### config.mk
export PLATFORM = sky130hd
export DESIGN_NAME = cbus_clint
export DESIGN_NICKNAME = d
export VERILOG_FILES = /design/src/rtl/common.sv /design/src/rtl/clint_timer.sv /design/src/rtl/cbus_clint.sv
export SDC_FILE = /design/constraint.sdc
export NUM_CORES = 1
export LEC_CHECK = 0
export ABC_AREA = 1
export CAP_MARGIN = 20
export CORE_UTILIZATION = 40
export DETAILED_ROUTE_END_ITERATION = 10
export GPL_TIMING_DRIVEN = 0
export PLACE_DENSITY_LB_ADDON = 0.05
export SETUP_SLACK_MARGIN = 0.2
export SLEW_MARGIN = 5
export SYNTH_ARGS = -nofsm -noshare
export SYNTH_HDL_FRONTEND = slang
export SYNTH_SLANG_ARGS = --single-unit
export TNS_END_PERCENT = 1
### constraint.sdc
create_clock -name clk -period 2.8 [get_ports clk]
set_input_delay 0.42 -clock clk [delete_from_list [all_inputs] [get_ports clk]]
set_output_delay 0.42 -clock clk [all_outputs]
set_load 0.02 [all_outputs]
### src/rtl/common.sv
// Shared CBus types plus CLINT register offsets and handshake states.
// Imported by cbus_clint and clint_timer.
package common;

    typedef struct packed {
        logic        valid;
        logic        is_write;
        logic [2:0]  size;
        logic [63:0] addr;
        logic [7:0]  strobe;
        logic [63:0] data;
        logic [7:0]  len;
        logic [1:0]  burst;
    } cbus_req_t;

    typedef struct packed {
        logic        ready;
        logic        last;
        logic [63:0] data;
    } cbus_resp_t;

    localparam logic [15:0] CLINT_MSIP_OFF     = 16'h0000;
    localparam logic [15:0] CLINT_MTIMECMP_OFF = 16'h4000;
    localparam logic [15:0] CLINT_MTIME_OFF    = 16'hBFF8;

    typedef enum logic [1:0] {
        IDLE,
        BEAT,
        DONE
    } clint_state_t;

    function automatic logic [63:0] apply_strobe(input logic [63:0] old_val,
                                                 input logic [63:0] wdata,
                                                 input logic [7:0]  strobe);
        logic [63:0] res;
        res = old_val;
        for (int i = 0; i < 8; i++) begin
            if (strobe[i]) res[8*i +: 8] = wdata[8*i +: 8];
        end
        return res;
    endfunction

endpackage

### src/rtl/clint_timer.sv
// Machine timer: mtime, mtimecmp, optional prescaler and the registered trint.
// Prescaler present only when CLINT_PRESCALE_EN is defined.
module clint_timer
    import common::*;
#(
    parameter int unsigned TICK_DIV = 1
) (
    input  logic        clk,
    input  logic        reset,
    input  logic        i_mtime_we,
    input  logic        i_mtimecmp_we,
    input  logic [7:0]  i_strobe,
    input  logic [63:0] i_wdata,
    output logic [63:0] o_mtime,
    output logic [63:0] o_mtimecmp,
    output logic        o_trint
);

    logic [63:0] r_mtime;
    logic [63:0] r_mtimecmp;
    logic        r_trint;
    logic [63:0] w_mtime_inc;
    logic [63:0] w_mtime_d;
    logic [63:0] w_mtimecmp_d;
    logic        w_tick;

`ifdef CLINT_PRESCALE_EN
    logic [15:0] r_presc;
    logic [15:0] w_presc_d;

    always_comb begin
        w_tick    = (r_presc == 16'(TICK_DIV - 1));
        w_presc_d = w_tick ? 16'd0 : r_presc + 16'd1;
        // A software write to mtime restarts the tick period.
        if (i_mtime_we) w_presc_d = 16'd0;
    end

    always_ff @(posedge clk or negedge reset) begin
        if (!reset) r_presc <= 16'd0;
        else        r_presc <= w_presc_d;
    end
`else
    logic [15:0] w_unused_div;
    assign w_unused_div = 16'(TICK_DIV);
    assign w_tick       = 1'b1;
`endif

    always_comb begin
        w_mtime_inc  = r_mtime + {63'd0, w_tick};
        // Written bytes win over the tick; unwritten bytes keep the increment.
        w_mtime_d    = i_mtime_we ? apply_strobe(w_mtime_inc, i_wdata, i_strobe) : w_mtime_inc;
        w_mtimecmp_d = i_mtimecmp_we ? apply_strobe(r_mtimecmp, i_wdata, i_strobe) : r_mtimecmp;
    end

    always_ff @(posedge clk or negedge reset) begin
        if (!reset) begin
            r_mtime    <= 64'd0;
            r_mtimecmp <= '1;
            r_trint    <= 1'b0;
        end else begin
            r_mtime    <= w_mtime_d;
            r_mtimecmp <= w_mtimecmp_d;
            r_trint    <= (w_mtime_d >= w_mtimecmp_d);
        end
    end

    assign o_mtime    = r_mtime;
    assign o_mtimecmp = r_mtimecmp;
    assign o_trint    = r_trint;

endmodule

### src/rtl/cbus_clint.sv
// CBus responder CLINT: handshake FSM, address decode and msip; timer lives in clint_timer.
// Optional feature macro: CLINT_PRESCALE_EN (mtime prescaler in clint_timer).
module cbus_clint
    import common::*;
#(
    parameter int unsigned TICK_DIV = 1,
    parameter logic [63:0] BASE     = 64'h0200_0000
) (
    input  logic       clk,
    input  logic       reset,
    input  cbus_req_t  oreq,
    output cbus_resp_t oresp,
    output logic       trint,
    output logic       swint
);

    clint_state_t r_state, w_state_d;
    logic [63:0]  r_addr, w_addr_d;
    logic [7:0]   r_len, w_len_d;
    logic [7:0]   r_cnt, w_cnt_d;
    logic         r_is_write, w_is_write_d;
    logic         r_msip, w_msip_d;
    logic         r_swint;

    logic         w_in_win;
    logic         w_sel_msip;
    logic         w_sel_mtimecmp;
    logic         w_sel_mtime;
    logic         w_wr;
    logic [63:0]  w_rdata;
    logic [63:0]  w_mtime;
    logic [63:0]  w_mtimecmp;
    logic         w_unused;

    assign w_unused = ^{oreq.size, oreq.burst, oreq.addr[2:0]};

    assign w_in_win       = (r_addr[63:16] == BASE[63:16]);
    assign w_sel_msip     = w_in_win && (r_addr[15:0] == CLINT_MSIP_OFF);
    assign w_sel_mtimecmp = w_in_win && (r_addr[15:0] == CLINT_MTIMECMP_OFF);
    assign w_sel_mtime    = w_in_win && (r_addr[15:0] == CLINT_MTIME_OFF);
    assign w_wr           = (r_state == BEAT) && r_is_write;

    always_comb begin
        w_rdata = 64'd0;
        if (w_sel_msip)          w_rdata = {63'd0, r_msip};
        else if (w_sel_mtimecmp) w_rdata = w_mtimecmp;
        else if (w_sel_mtime)    w_rdata = w_mtime;
    end

    always_comb begin
        w_state_d    = r_state;
        w_addr_d     = r_addr;
        w_len_d      = r_len;
        w_cnt_d      = r_cnt;
        w_is_write_d = r_is_write;
        oresp        = '0;
        unique case (r_state)
            IDLE: begin
                if (oreq.valid) begin
                    w_addr_d     = {oreq.addr[63:3], 3'b000};
                    w_len_d      = oreq.len;
                    w_is_write_d = oreq.is_write;
                    w_cnt_d      = 8'd0;
                    w_state_d    = BEAT;
                end
            end
            BEAT: begin
                oresp.ready = 1'b1;
                oresp.data  = w_rdata;
                oresp.last  = (r_cnt == r_len);
                w_addr_d    = r_addr + 64'd8;
                w_cnt_d     = r_cnt + 8'd1;
                if (r_cnt == r_len) w_state_d = DONE;
            end
            DONE:    w_state_d = IDLE;
            default: w_state_d = IDLE;
        endcase
    end

    always_comb begin
        w_msip_d = r_msip;
        if (w_wr && w_sel_msip && oreq.strobe[0]) w_msip_d = oreq.data[0];
    end

    always_ff @(posedge clk or negedge reset) begin
        if (!reset) begin
            r_state    <= IDLE;
            r_addr     <= 64'd0;
            r_len      <= 8'd0;
            r_cnt      <= 8'd0;
            r_is_write <= 1'b0;
            r_msip     <= 1'b0;
            r_swint    <= 1'b0;
        end else begin
            r_state    <= w_state_d;
            r_addr     <= w_addr_d;
            r_len      <= w_len_d;
            r_cnt      <= w_cnt_d;
            r_is_write <= w_is_write_d;
            r_msip     <= w_msip_d;
            r_swint    <= w_msip_d;
        end
    end

    clint_timer #(
        .TICK_DIV (TICK_DIV)
    ) u_timer (
        .clk           (clk),
        .reset         (reset),
        .i_mtime_we    (w_wr && w_sel_mtime),
        .i_mtimecmp_we (w_wr && w_sel_mtimecmp),
        .i_strobe      (oreq.strobe),
        .i_wdata       (oreq.data),
        .o_mtime       (w_mtime),
        .o_mtimecmp    (w_mtimecmp),
        .o_trint       (trint)
    );

    assign swint = r_swint;

endmodule
# ---- Word level (Yosys, flattened, before mapping)
# Index checks and enable logic that the tools add are counted.
# W data, S select, Z words.
dict set report classes {
  n_mul 0
  n_reduce_logical 14
  bitwise 0
  div 0
  muxes 29
  n_eq_ne 7
  add_sub_neg 3
  order_cmp 1
  shift 0
}
# cell n
set op_table {}
lappend op_table {{$mux W64} 6}
lappend op_table {{$mux W8} 17}
lappend op_table {{$pmux W64 S2} 1}
lappend op_table {{$mux W66} 1}
lappend op_table {{$add A64 B1 Y64 const B} 1}
lappend op_table {{$add A64 B4 Y64 const B} 1}
lappend op_table {{$ge A64 B64 Y1} 1}
lappend op_table {{$eq A48 B10 Y1 const B} 1}
lappend op_table {{$eq A16 B15 Y1 const B} 1}
lappend op_table {{$eq A16 B16 Y1 const B} 1}
lappend op_table {{$logic_not A16 Y1} 1}
lappend op_table {{$pmux W8 S2} 1}
lappend op_table {{$add A8 B1 Y8 const B} 1}
lappend op_table {{$eq A8 B8 Y1} 1}
lappend op_table {{$logic_and A1 B1 Y1} 8}
lappend op_table {{$reduce_and A2 Y1} 3}
lappend op_table {{$mux W2} 2}
lappend op_table {{$pmux W2 S2} 1}
lappend op_table {{$eq A2 B1 Y1 const B} 1}
lappend op_table {{$logic_not A2 Y1} 1}
lappend op_table {{$ne A2 B1 Y1 const B} 1}
lappend op_table {{$ne A2 B2 Y1 const B} 1}
lappend op_table {{$reduce_bool A2 Y1} 1}
dict set report totals {
  reg_bits 213
  ramBits 0
  elab_cells 63
  n_memories 0
  romBits 0
  latchBits 0
}

# ---- Logic depth before layout (Yosys ltp)
# Gate-level depths: netlist (run 1).
dict set report logic_depth {
  ltp_word 6
  depth_mapped 26
}

# ---- By module
# Synthesis (run 1) repeated with hierarchy kept, for this count alone.
dict set report unflattened {
  cells_unflattened 2553
  hier_area_um2 16799.9
}
# module n_inst seq_area_each_um2 cells_per_inst area_each_um2
set by_module_without_submodules {}
lappend by_module_without_submodules {clint_timer 1 3308.2 1207 8619.5}
lappend by_module_without_submodules {cbus_clint 1 2026.9 1346 8180.3}

# ---- Worst setup path after synthesis (run 1)
# No wires, ideal clock.
dict set report synth_timing {
  path_type {reg2reg}
  from {register r_addr[53]}
  to {register u_timer.r_trint (netlist: u_timer.o_trint)}
  t_required_ns 2.735
  setup_time_ns 0.065
  path_buffers 2
  arrival_ns 2.602
  stages_incl_launch_ff 20
  synth_period_minus_slack_ns 2.667
  slack_ns 0.133
  cell_sequence {dfrtp_1 > inv_2 > nand2_1 > nor2_1 > nand2_1 > nor2_8 > inv_2 > nor2_4 > nand3_2 > buf_6 > buf_6 > o21ai_2 > inv_2 > ha_1 > nand2_1 > nor4_1 > nand2_1 > a21oi_1 > nor2_1 > nand2_1}
}
dict set report synth_via {
  elab_chain_cells 5
}
# item line_no
set synth_rtl {}
lappend synth_rtl {{start: declaration} cbus_clint.sv:18} ;# logic [63:0] r_addr, w_addr_d;
lappend synth_rtl {{start signal: assignment} cbus_clint.sv:96} ;# r_addr <= w_addr_d;
lappend synth_rtl {{$eq A48 B10 Y1} cbus_clint.sv:37} ;# assign w_in_win = (r_addr[63:16] == BASE[63:16]);
lappend synth_rtl {{$logic_and A1 B1 Y1} cbus_clint.sv:39} ;# assign w_sel_mtimecmp = w_in_win && (r_addr[15:0] == CLINT_MTIMECMP_OFF);
lappend synth_rtl {{$logic_and A1 B1 Y1} cbus_clint.sv:111} ;# .i_mtimecmp_we (w_wr && w_sel_mtimecmp),
lappend synth_rtl {{$mux W64} clint_timer.sv:52} ;# w_mtimecmp_d = i_mtimecmp_we ? apply_strobe(r_mtimecmp, i_wdata, i_strobe) : r_mtimecmp;
lappend synth_rtl {{via u_timer.w_mtimecmp_d[63]} clint_timer.sv:24} ;# logic [63:0] w_mtimecmp_d;
lappend synth_rtl {{$ge A64 B64 Y1} clint_timer.sv:63} ;# r_trint <= (w_mtime_d >= w_mtimecmp_d);
lappend synth_rtl {{end signal: assignment} clint_timer.sv:63}
lappend synth_rtl {{end: declaration} clint_timer.sv:21} ;# logic r_trint;
# The timed path passes the listed nets, and every way through them passes these cells.
# A chain may end at the register's enable or synchronous reset.

==> results of run 1 <==
cell type report:
type | count | area share
buffer | 88 | 0.0300
clock buffer | 44 | 0.0336
clock inverter | 6 | 0.00145
inverter | 421 | 0.0693
multi-input combinational | 2058 | 0.473
sequential | 210 | 0.231
tap | 585 | 0.0315
timing repair buffer | 311 | 0.130
where the power goes:
group / switching, mW / internal [mW] / total (mW) / leakage (nW)
sequential: 0.0617 / 3.08 / 3.14 / 2.34
clock: 1.49 / 1.89 / 3.38 / 0.401
combinational: 0.371 / 0.309 / 0.680 / 9.22
sequential cells by signal, summed over array words and instances, names as in the netlist:
register	count
r_addr	61
r_cnt	8
r_is_write	1
r_len	8
r_state	2
swint	1
u_timer.o_mtime	64
u_timer.o_mtimecmp	64
u_timer.o_trint	1
through the flow:
step / total power, mW / area (sq um) / setup slack (ps) / hold slack, ps
CTS: 7.22 / 22700 / -382 / 353
global route: 7.40 / 23200 / -648 / 412
global placement: 3.80 / 20200 / -8690 / 485
floorplan: 3.40 / 17400 / 210 / 124
finish: 7.20 / 23200 / -503 / 387
detailed placement: 3.81 / 20300 / -1410 / 423
critical path, delay by kind of cell (launching register included):
kind,cells,cell delay [ps]
simple gates,7,960
buf+inv,4,730
compound gates,1,170
flops,1,450
cells in the mapped netlist, types with 3 or more instances:
library cell | number | area, sq um
o21ai_1 | 14 | 70.1
o21ai_2 | 55 | 482
clkbuf_1 | 54 | 203
nand4_2 | 4 | 50.1
nor2_4 | 3 | 33.8
ha_1 | 67 | 838
xnor2_1 | 10 | 87.6
nor3_1 | 23 | 115
xor2_1 | 52 | 455
a22oi_1 | 3 | 22.5
buf_2 | 14 | 70.1
and2_1 | 4 | 25.0
nand2_1 | 804 | 3020
dfstp_2 | 64 | 1680
inv_1 | 342 | 1280
o21a_1 | 3 | 22.5
nand4_1 | 104 | 651
nor2_2 | 11 | 68.8
buf_1 | 11 | 41.3
or2_2 | 16 | 100
nor2_1 | 457 | 1720
o211ai_1 | 30 | 225
o21ai_0 | 162 | 811
nand3b_1 | 5 | 37.5
dfrtp_1 | 146 | 3650
a21oi_1 | 74 | 370
o21bai_1 | 3 | 22.5
inv_2 | 77 | 289
buf_6 | 7 | 78.8
nand3_1 | 130 | 651
cells in the final DEF (no fill, tap or decap), types with 55 or more instances in the layout:
cell	instances
nand2_1	779
nor2_1	393
inv_1	338
clkdlybuf4s50_1	140
buf_4	131
nand3_1	123
dfrtp_1	119
o21ai_0	111
nand4_1	104
inv_2	76
a21oi_1	65
dfstp_2	64
ha_1	55
path summary, 6_finish.rpt:
kind / from / end / slack, ps
max: r_addr[39] / oresp[38] / -500
min: oreq[2] / r_len[0] / 390
max reg2reg: r_addr[59] / u_timer.o_trint / -470
min reg2reg: u_timer.o_mtimecmp[52] / u_timer.o_mtimecmp[52] / 500
max in group asynchronous: reset / r_addr[47] / 1420
min in group asynchronous: reset / u_timer.o_mtime[35] / 430
what timing repair did:
action,4_1_cts,5_1_grt
resized for setup,595,131
cloned,0,3
setup endpoints to repair,135,72
buffers inserted,82,18
hold buffers,1,0
pin swaps,67,42
hold endpoints to repair,40,0
kinds of logic (layout without fill, tap and decap cells):
kind of cell	count (synthesis)	after routing	share of synthesized area
AO/OA/AOI/OAI	354	354	0.121
buffers and inverters	509	870	0.114
XOR/XNOR	62	62	0.0312
adder cells (fa/ha/maj)	67	67	0.0481
AND/OR/NAND/NOR	1573	1575	0.379
flip-flops	210	210	0.306
layer usage:
layer,track usage,vias to the layer above,share of wire
li1,-,9470,-
met1,0.433,9138,0.42
met2,0.564,717,0.47
met3,0.0424,158,0.066
met4,0.148,2,0.047
met5,0,-,0.00017
==> metrics.md, run 1 <==
| Metric | Value |
|---|---|
| First-pass GRT wire length | 112 mm |
| Fin. Hold Viols | 0 |
| Initial core utilization | 0.405 |
| Worst r2r path cells | 20 |
| DIE AREA | 44400 sq um |
| Root Driver | clkbuf_16 |
| CP max-delay cell | dfrtp_2 |
| Yosys cell types | 46 |
| Crit path kind | reg -> out |
| Placed insts | 3569 |
| Mapped Area | 17400 sq um |
| Net Count, Synth | 2995 |
| GPL Wtd Cong | 0.991 |
| Hold path cells | 3 |
| Final wirelength | 75.4 mm |
| Max Freq | 303 MHz |
| Pwr Density | 310 nW/um^2 |
| Total iterations of the first detailed-routing run | 6 |
| H-tree depth | 1 |
| Worst-Margin Slew | 829 ps |
| Max clock buf depth | 3 |
| Area added between synthesis and finish | 33.3% |
| Critical path cell sequence | nor2_1 -> nand2_1 -> nor2_2 -> nand2_2 -> nor2_4 -> buf_12 -> nand3_4 -> buf_4 -> o21ai_0 -> inv_1 -> nor2_1 -> clkdlybuf4s15_2 |
| Register area share after synthesis | 0.306 |
| RSZ-0062 raised after global routing | true |
| Layout cells sized above 1 | 0.215 |
| Io pins | 221 |
| Failing checks | setup timing |
| Die W | 211 um |
| Syn_area_per_cell | 6.28 sq um |
| Worst-path fanout max | 10 |
| Tmin final | 3300 ps |
| Area of the multi-input gates | 11000 sq um |
| FF/Latch Area | 5370 sq um |
| ANT nets after route | 0 |
| Synthesized instance count | 2775 |
| IO Port Bufs | 207 |
| Final-report setup violation count | 66 |
| Synth Flop Type | dfrtp_1 |
| Row count | 76 |
| CTS tree | done |
| VDD IR max | 422 uV |
| Final std cells w/o fill | 3723 |
| Critical Path Start Type | flop |
| DR WL/cell | 20.2 um |
| Vias in the first global route | 19000 |
| Clk sinks | 210 |
| Vias | 19500 |
| Ys Warns | 0 |
| CP most frequent cell | nor2_1 |
| Antenna cells | 0 |
| Slew margin rel. | 0.448 |
| Max incr delay on CP | 450 ps |
| HPWL Detailed | 57.5 mm |
| Critical Path RT | 2380 ps |
| Grt ovf | 0 |
| Worst min path class | in -> reg |
| Largest net degree at the start of global routing | 88 |
| CORE AREA | 43000 sq um |
| Fill cells | 4412 |
| Core Util, Final | 0.540 |
| Post-synthesis register bit count | 210 |
| Total Routing Usage GR | 0.336 |
| P_leak | 12.0 nW |
| Initial antenna violation count | 1 |
| Num CTS Buffers | 27 |
| Nets | 3337 |
| Setup TNS Final | -22760 ps |
| Worst-skew pair later-pin latency | 580 ps |
| Die Y-Extent | 211 um |
| Worst EP arrival | 2880 ps |
| Outcome | finished with violations |
| Clock Pin Slew Worst Setup and Hold Paths | 60 ps |
| Slew Limit Fails | 0 |
| EDFF count, synth | 0 |
| Critical path capture point type | output port |
| Setup WS post-layout | -503 ps |
| 1st-iter DRT viols | 1515 |
| Vias per cell | 5.23 |
| Max cap viols | 0 |
| Remaining DRCs | 0 |
| Clock Skew | 21.5 ps |
| Period utilization | 1.18 |
| Async set-reset flop share out of synthesis | 1.00 |
No activity file was read; power rests on OpenSTA's default activity.
==> run 2, diff against run 1 <==
--- a/config.mk
+++ b/config.mk
@@ -7,11 +7,14 @@
 export LEC_CHECK = 0
 export ABC_AREA = 1
 export CAP_MARGIN = 20
+export CORE_MARGIN = 2
 export CORE_UTILIZATION = 40
+export CTS_CLUSTER_SIZE = 40
 export DETAILED_ROUTE_END_ITERATION = 10
 export GPL_TIMING_DRIVEN = 0
 export PLACE_DENSITY_LB_ADDON = 0.05
 export SETUP_SLACK_MARGIN = 0.2
+export SKIP_CTS_REPAIR_TIMING = 1
 export SLEW_MARGIN = 5
 export SYNTH_ARGS = -nofsm -noshare
 export SYNTH_HDL_FRONTEND = slang
==> metrics.md, run 2 (same netlist as run 1, synthesis figures left out) <==
| Metric | Value |
|---|---|
| Critical path capture point type | flop |
| ANT nets after route | 0 (unchanged) |
| Die W | 213 um (+0.95%) |
| Vias in the first global route | 18400 (-3.1%) |
| DIE AREA | 45200 sq um (+1.9%) |
| Layout cells sized above 1 | 0.177 (-0.0382) |
| FF/Latch Area | 5360 sq um (about the same) |
| Buf+Inv Stages, Crit Path | 4 (unchanged) |
| HPWL Detailed | 58.4 mm (+1.5%) |
| Worst min path class | in -> async |
| RSZ-0062 raised after global routing | true |
| Clk sinks | 210 (unchanged) |
| Final hold slack | 296 ps (-91.0 ps) |
| 1st-iter DRT viols | 1428 (-5.7%) |
| Root Driver | clkbuf_16 |
| Row count | 76 (unchanged) |
| Worst-skew pair later-pin latency | 590 ps (about the same) |
| Critical Path RT | 3310 ps (+930 ps) |
| Seq pwr share | 0.429 (-0.007) |
| Area added between synthesis and finish | 27.1% |
| Net Sw Frac | 0.266 (-0.000542) |
| First-pass GRT wire length | 110 mm (-2.2%) |
| H-tree depth | 1 (unchanged) |
| Worst EP arrival | 3830 ps (+950 ps) |
| Pwr Density | 331 nW/um^2 (+6.7%) |
| Final wirelength | 74.0 mm (-1.8%) |
| Most common cell after layout, fill and taps aside | nand2_1 |
| Nets | 3279 (-1.7%) |
| P_leak | 11.7 nW (-1.8%) |
| Vias per cell | 5.20 (-0.59%) |
| Power Internal | 5.37 mW (+1.7%) |
| Outcome | finished with violations |
| Critical Path Start Type | flop |
| Clock Pin Slew Worst Setup and Hold Paths | 60 ps (about the same) |
| Max Freq | 301 MHz (-0.63%) |
| Failing checks | setup timing |
| Max incr delay on CP | 480 ps (+30 ps) |
| Initial antenna violation count | 0 (-1) |
| Final-report setup violation count | 66 (unchanged) |
| Crit path kind | reg -> reg |
| Period utilization | 1.19 (+0.00744) |
| GPL Wtd Cong | 0.993 (+0.26%) |
| Max clock buf depth | 3 (unchanged) |
| Total iterations of the first detailed-routing run | 5 (-1) |
| Clock group share of total power | 0.485 (+0.016) |
| Setup WS post-layout | -524 ps (-20.8 ps) |
| Slew Limit Fails | 0 (unchanged) |
| Clock Skew | 17.7 ps (-3.80 ps) |
| IO Port Bufs | 207 (unchanged) |
| Fill cells | 4580 (+3.8%) |
| Antenna cells | 0 (unchanged) |
| Combinational share of power | 0.086 (-0.008) |
| Worst-path fanout max | 9 (-1) |
| CORE AREA | 43000 sq um (unchanged) |
| Placed cell area | 20300 sq um (unchanged) |
| Critical path cell sequence | nor2_1 -> nand3_1 -> nor2_1 -> nand3_1 -> nor2_4 -> buf_12 -> buf_4 -> nand3_4 -> inv_2 -> nand2_1 -> nand2_1 -> inv_1 -> ha_1 -> nand2_1 -> nor2_1 -> nand2_1 -> nor2_2 -> nand2_1 -> nand3_1 -> nor2_2 -> nand2_2 -> nand2_1 -> nand2_1 |
| Num CTS Buffers | 27 (unchanged) |
| Worst-Margin Slew | 795 ps (-33.6 ps) |
| Grt ovf | 0 (unchanged) |
| DR WL/cell | 20.2 um (-0.28%) |
| Remaining DRCs | 0 (unchanged) |
| CP most frequent cell | nand2_1 |
| Net Sw Power | 1.95 mW (+1.5%) |
| Commonest non-fill, non-tap cells in the layout | nand2_1 (792), nor2_1 (408), inv_1 (340) |
| Fin. Hold Viols | 0 (unchanged) |
| Tmin final | 3320 ps (+20.8 ps) |
| Io pins | 221 (unchanged) |
| VDD IR max | 436 uV (+3.4%) |
| Initial core utilization | 0.405 (unchanged) |
| Largest net degree at the start of global routing | 105 (+19%) |
| Die Y-Extent | 213 um (+0.95%) |
| CP max-delay cell | dfrtp_1 |
| CP delay by family, top | simple AND/OR/NAND/NOR gates |
| Area of the multi-input gates | 10600 sq um (-3.9%) |
| CTS tree | done |
| Total Routing Usage GR | 0.325 (-0.0116) |
| Slew margin rel. | 0.470 (+0.0224) |
| Finished Cell Area | 22100 sq um (-4.7%) |
| Vias | 19100 (-2.1%) |
| Max cap viols | 0 (unchanged) |
==> run 2: changes by cell type in the layout (fill, tap and decap cells not counted), moves of 8 or more <==
cell             delta
buf_6              -17
ha_1               +11
clkdlybuf4s15_2     -9
o21ai_4            -14
buf_4              -39
nand2_1            +13
buf_12              -8
nand2_2            -13
nor2_1             +15
ha_4               -11
nor2_2             -14
o21ai_0            +23
dlymetal6s2s_1      +9
clkbuf_2           +11
==> run 2: metal layers <==
layer  wire (um)  up-vias  share of wire  GRT usage
li1            -     9377              -          -
met1       32000     8956           0.43      0.423
met2       34800      604           0.47      0.547
met3        4270      132          0.058     0.0403
met4        2930        0          0.040      0.129
met5           0        -              0          0
==> run 2: worst paths after layout <==
path                                 start                      to  slack [ps]  cells after the start
worst max-delay path            r_addr[48]         u_timer.o_trint        -520                     23
worst min-delay path                 reset      u_timer.o_mtime[9]         300                      2
worst max register to register  r_addr[48]         u_timer.o_trint        -520                     23
worst min register to register    r_len[3]                r_len[3]         500                      2
max in group asynchronous            reset              r_addr[60]        1620                      3
min in group clk                  oreq[79]  u_timer.o_mtimecmp[43]         360                      3
==> run 2: cell type report <==
class                   instances  share of cell area
multi-input cells            2057               0.477
flip-flops and latches        210               0.242
repair buffers                254               0.110
inverters                     421              0.0720
clock buffers                  43              0.0373
well taps                     585              0.0331
plain buffers                  88              0.0264
clock inverters                 7             0.00187
==> run 2: per-stage QoR <==
| step | std cells | total power [mW] | setup WS, ps | util | TNS (ps) |
|---|---|---|---|---|---|
| floorplan | 2775 | 3.40 | 210 | - | 0 |
| global placement | 3567 | 3.79 | -8590 | 0.471 | -1692210 |
| detailed placement | 3569 | 3.81 | -1400 | 0.472 | -75240 |
| CTS | 3619 | 7.36 | -1920 | 0.493 | -113410 |
| global route | 3665 | 7.54 | -692 | 0.515 | -34950 |
| finish | 3665 | 7.32 | -524 | 0.515 | -27240 |
==> run 2: power by group through the flow <==
| stage | Combinational (mW) | Sequential (mW) | Clock, mW |
|---|---|---|---|
| after global placement | 0.602 | 3.19 | 0 |
| after detailed placement | 0.614 | 3.19 | 0 |
| final | 0.628 | 3.14 | 3.55 |
| after floorplan | 0.235 | 3.16 | 0 |
| after global routing | 0.692 | 3.15 | 3.71 |
| after CTS | 0.619 | 3.14 | 3.60 |
==> run 3, diff against run 2 <==
--- a/config.mk
+++ b/config.mk
@@ -9,6 +9,7 @@
 export CAP_MARGIN = 20
 export CORE_MARGIN = 2
 export CORE_UTILIZATION = 40
+export CTS_BUF_LIST = sky130_fd_sc_hd__clkbuf_2 sky130_fd_sc_hd__clkbuf_4 sky130_fd_sc_hd__clkbuf_8
 export CTS_CLUSTER_SIZE = 40
 export DETAILED_ROUTE_END_ITERATION = 10
 export GPL_TIMING_DRIVEN = 0
==> metrics.md, run 3 (same netlist as run 1, synthesis figures left out) <==
| Metric | Value |
|---|---|
| Vias | 19200 (+0.83%) |
| Levels on crit path | 19 (-17%) |
| R2r setup slk | -570 ps (-40 ps) |
| Worst r2r dst | u_timer.o_trint |
| ANT nets after route | 0 (unchanged) |
| Largest net degree at the start of global routing | 105 (unchanged) |
| Io pins | 221 (unchanged) |
| Fin. Hold Viols | 0 (unchanged) |
| 1st-iter DRT viols | 1561 (+9.3%) |
| Worst-path fanout max | 7 (-2) |
| Core Util, Final | 0.526 (+0.0113) |
| RSZ-0062 raised after global routing | true |
| First-pass GRT wire length | 110 mm (+0.21%) |
| Pre-CTS WS | -1400 ps (unchanged) |
| Clk sinks | 210 (unchanged) |
| P_leak | 12.0 nW (+2.5%) |
| Met3 usage | 0.0450 (+0.00471) |
| Worst min path class | in -> async |
| Slew margin rel. | 0.432 (-0.0380) |
| Clock Skew | 38.1 ps (+20.5 ps) |
| HPWL Detailed | 58.4 mm (unchanged) |
| Tot Pwr | 7.42 mW (+1.4%) |
| Final hold slack | 243 ps (-53.3 ps) |
| Final wirelength | 74.7 mm (+0.98%) |
| M1 GR Usage | 0.423 (about the same) |
| Nets | 3316 (+1.1%) |
| IO Port Bufs | 207 (unchanged) |
| Grt ovf | 0 (unchanged) |
| Pwr Density | 328 nW/um^2 (-0.78%) |
| Worst EP arrival | 3860 ps (+30 ps) |
| Die Y-Extent | 213 um (unchanged) |
| Crit path from | r_addr[37] |
| Net Sw Frac | 0.271 (+0.00456) |
| Outcome | finished with violations |
| Max incr delay on CP | 450 ps (-30 ps) |
| Layout cells sized above 1 | 0.201 (+0.0243) |
| Die W | 213 um (unchanged) |
| Initial antenna violation count | 0 (unchanged) |
| GPL Wtd Cong | 0.993 (unchanged) |
| Worst setup path endpoint | u_timer.o_trint |
| Worst-Margin Slew | 852 ps (+57.0 ps) |
| Net Sw Power | 2.01 mW (+3.1%) |
| Commonest non-fill, non-tap cells in the layout | nand2_1 (775), nor2_1 (407), inv_1 (341) |
| Max clock buf depth | 3 (unchanged) |
| Total Routing Usage GR | 0.327 (+0.00225) |
| Initial core utilization | 0.405 (unchanged) |
| Area of the multi-input gates | 10800 sq um (+1.9%) |
| Root Driver | clkbuf_8 |
| Critical Path Start Type | flop |
| Num CTS Buffers | 44 (+63%) |
| FF/Latch Area | 5370 sq um (+0.16%) |
| H-tree depth | 2 (+1) |
| Most common cell after layout, fill and taps aside | nand2_1 |
| Remaining DRCs | 0 (unchanged) |
| Area added between synthesis and finish | 29.9% |
| Power Internal | 5.41 mW (+0.77%) |
| CP max-delay cell | dfrtp_1 |
| Met2 Use GR | 0.551 (+0.00428) |
| DR WL/cell | 20.1 um (-0.41%) |
| Seq pwr share | 0.424 (-0.005) |
| Row count | 76 (unchanged) |
| VDD IR max | 460 uV (+5.5%) |
| Max Freq | 297 MHz (-1.3%) |
| Setup TNS Final | -31520 ps (-4280 ps) |
| CTS tree | done |
| Clock Pin Slew Worst Setup and Hold Paths | 60 ps (about the same) |
| Crit path kind | reg -> reg |
| Final-report setup violation count | 67 (+1.5%) |
| Vias in the first global route | 18500 (+0.46%) |
| Slew Limit Fails | 0 (unchanged) |
| Critical path cell sequence | nor2_1 -> nand2_1 -> buf_4 -> nor2_1 -> nand3_1 -> nor2_4 -> buf_12 -> nand4_1 -> a21oi_2 -> ha_1 -> nand2_2 -> nor2_4 -> a21boi_2 -> nor2_2 -> nand3_2 -> nor2_2 -> nand2_2 -> nand2_2 -> nand2_2 |
| Antenna cells | 0 (unchanged) |
| Critical Path RT | 3300 ps (about the same) |
| DIE AREA | 45200 sq um (unchanged) |
| CP most frequent cell | nand2_2 |
| Fill cells | 4567 (-0.28%) |
| Worst r2r path cells | 19 (-17%) |
| Worst r2r src | r_addr[37] |
| Period utilization | 1.20 (+0.0160) |
| CORE AREA | 43000 sq um (unchanged) |
| Tmin final | 3370 ps (+44.7 ps) |
| Combinational share of power | 0.087 (about the same) |
| Max cap viols | 0 (unchanged) |
| Setup WS post-layout | -568 ps (-44.7 ps) |
| Vias per cell | 5.17 (-0.56%) |
| Clock group share of total power | 0.489 (+0.004) |
| CP delay by family, top | simple AND/OR/NAND/NOR gates |
| Failing checks | setup timing |
| Critical path capture point type | flop |
| GRT Max-Usage Layer | met2 |
| Buf+Inv Stages, Crit Path | 2 (-2) |
| Worst-skew pair later-pin latency | 640 ps (+50 ps) |
| Total iterations of the first detailed-routing run | 5 (unchanged) |
-- run 3: changes by cell type in the layout (fill, tap and decap cells not counted), sizes merged --
cell,previous run,this run
buf,136,128
inv,420,421
clkdlybuf4s50,141,142
dlymetal6s2s,9,14
clkinv,6,5
clkbuf,98,152
clkinvlp,2,1
-- run 3: power by group through the flow --
stage / sequential, mW / clock (mW) / combinational, mW
floorplan: 3.16 / 0 / 0.235
global placement: 3.19 / 0 / 0.602
detailed placement: 3.19 / 0 / 0.614
CTS: 3.14 / 3.69 / 0.618
global route: 3.15 / 3.83 / 0.709
finish: 3.14 / 3.63 / 0.646
-- run 3: stage by stage --
stage / instances / cell area, sq um
after floorplan: 2775 / 17400
after global placement: 3567 / 20200
after detailed placement: 3569 / 20300
after CTS: 3650 / 21300
after global routing: 3716 / 22600
final: 3716 / 22600
-- run 3: metal layers --
| layer | vias up | routed length, um |
|---|---|---|
| met5 | - | 0 |
| met4 | 0 | 2730 |
| met3 | 133 | 4030 |
| met2 | 616 | 35700 |
| met1 | 9033 | 32300 |
| li1 | 9445 | - |
-- run 3: worst min-delay path by stage --
stage	endpoint	from	cells past startpoint	slack [ps]
after floorplan	r_addr[10]	reset	0	120
after CTS	u_timer.o_mtime[9]	reset	1	-390
final	u_timer.o_mtime[9]	reset	2	240
after global placement	u_timer.o_mtimecmp[57]	u_timer.o_mtimecmp[57]	2	490
after detailed placement	u_timer.o_mtime[9]	reset	1	290
after global routing	u_timer.o_mtime[9]	reset	2	240
-- run 3: area by class of cell --
type | instances | area share
tap | 585 | 0.0324
sequential | 210 | 0.237
inverter | 421 | 0.0703
buffer | 87 | 0.0260
timing repair buffer | 275 | 0.116
clock buffer | 75 | 0.0401
clock inverter | 6 | 0.00188
multi-input combinational | 2057 | 0.476
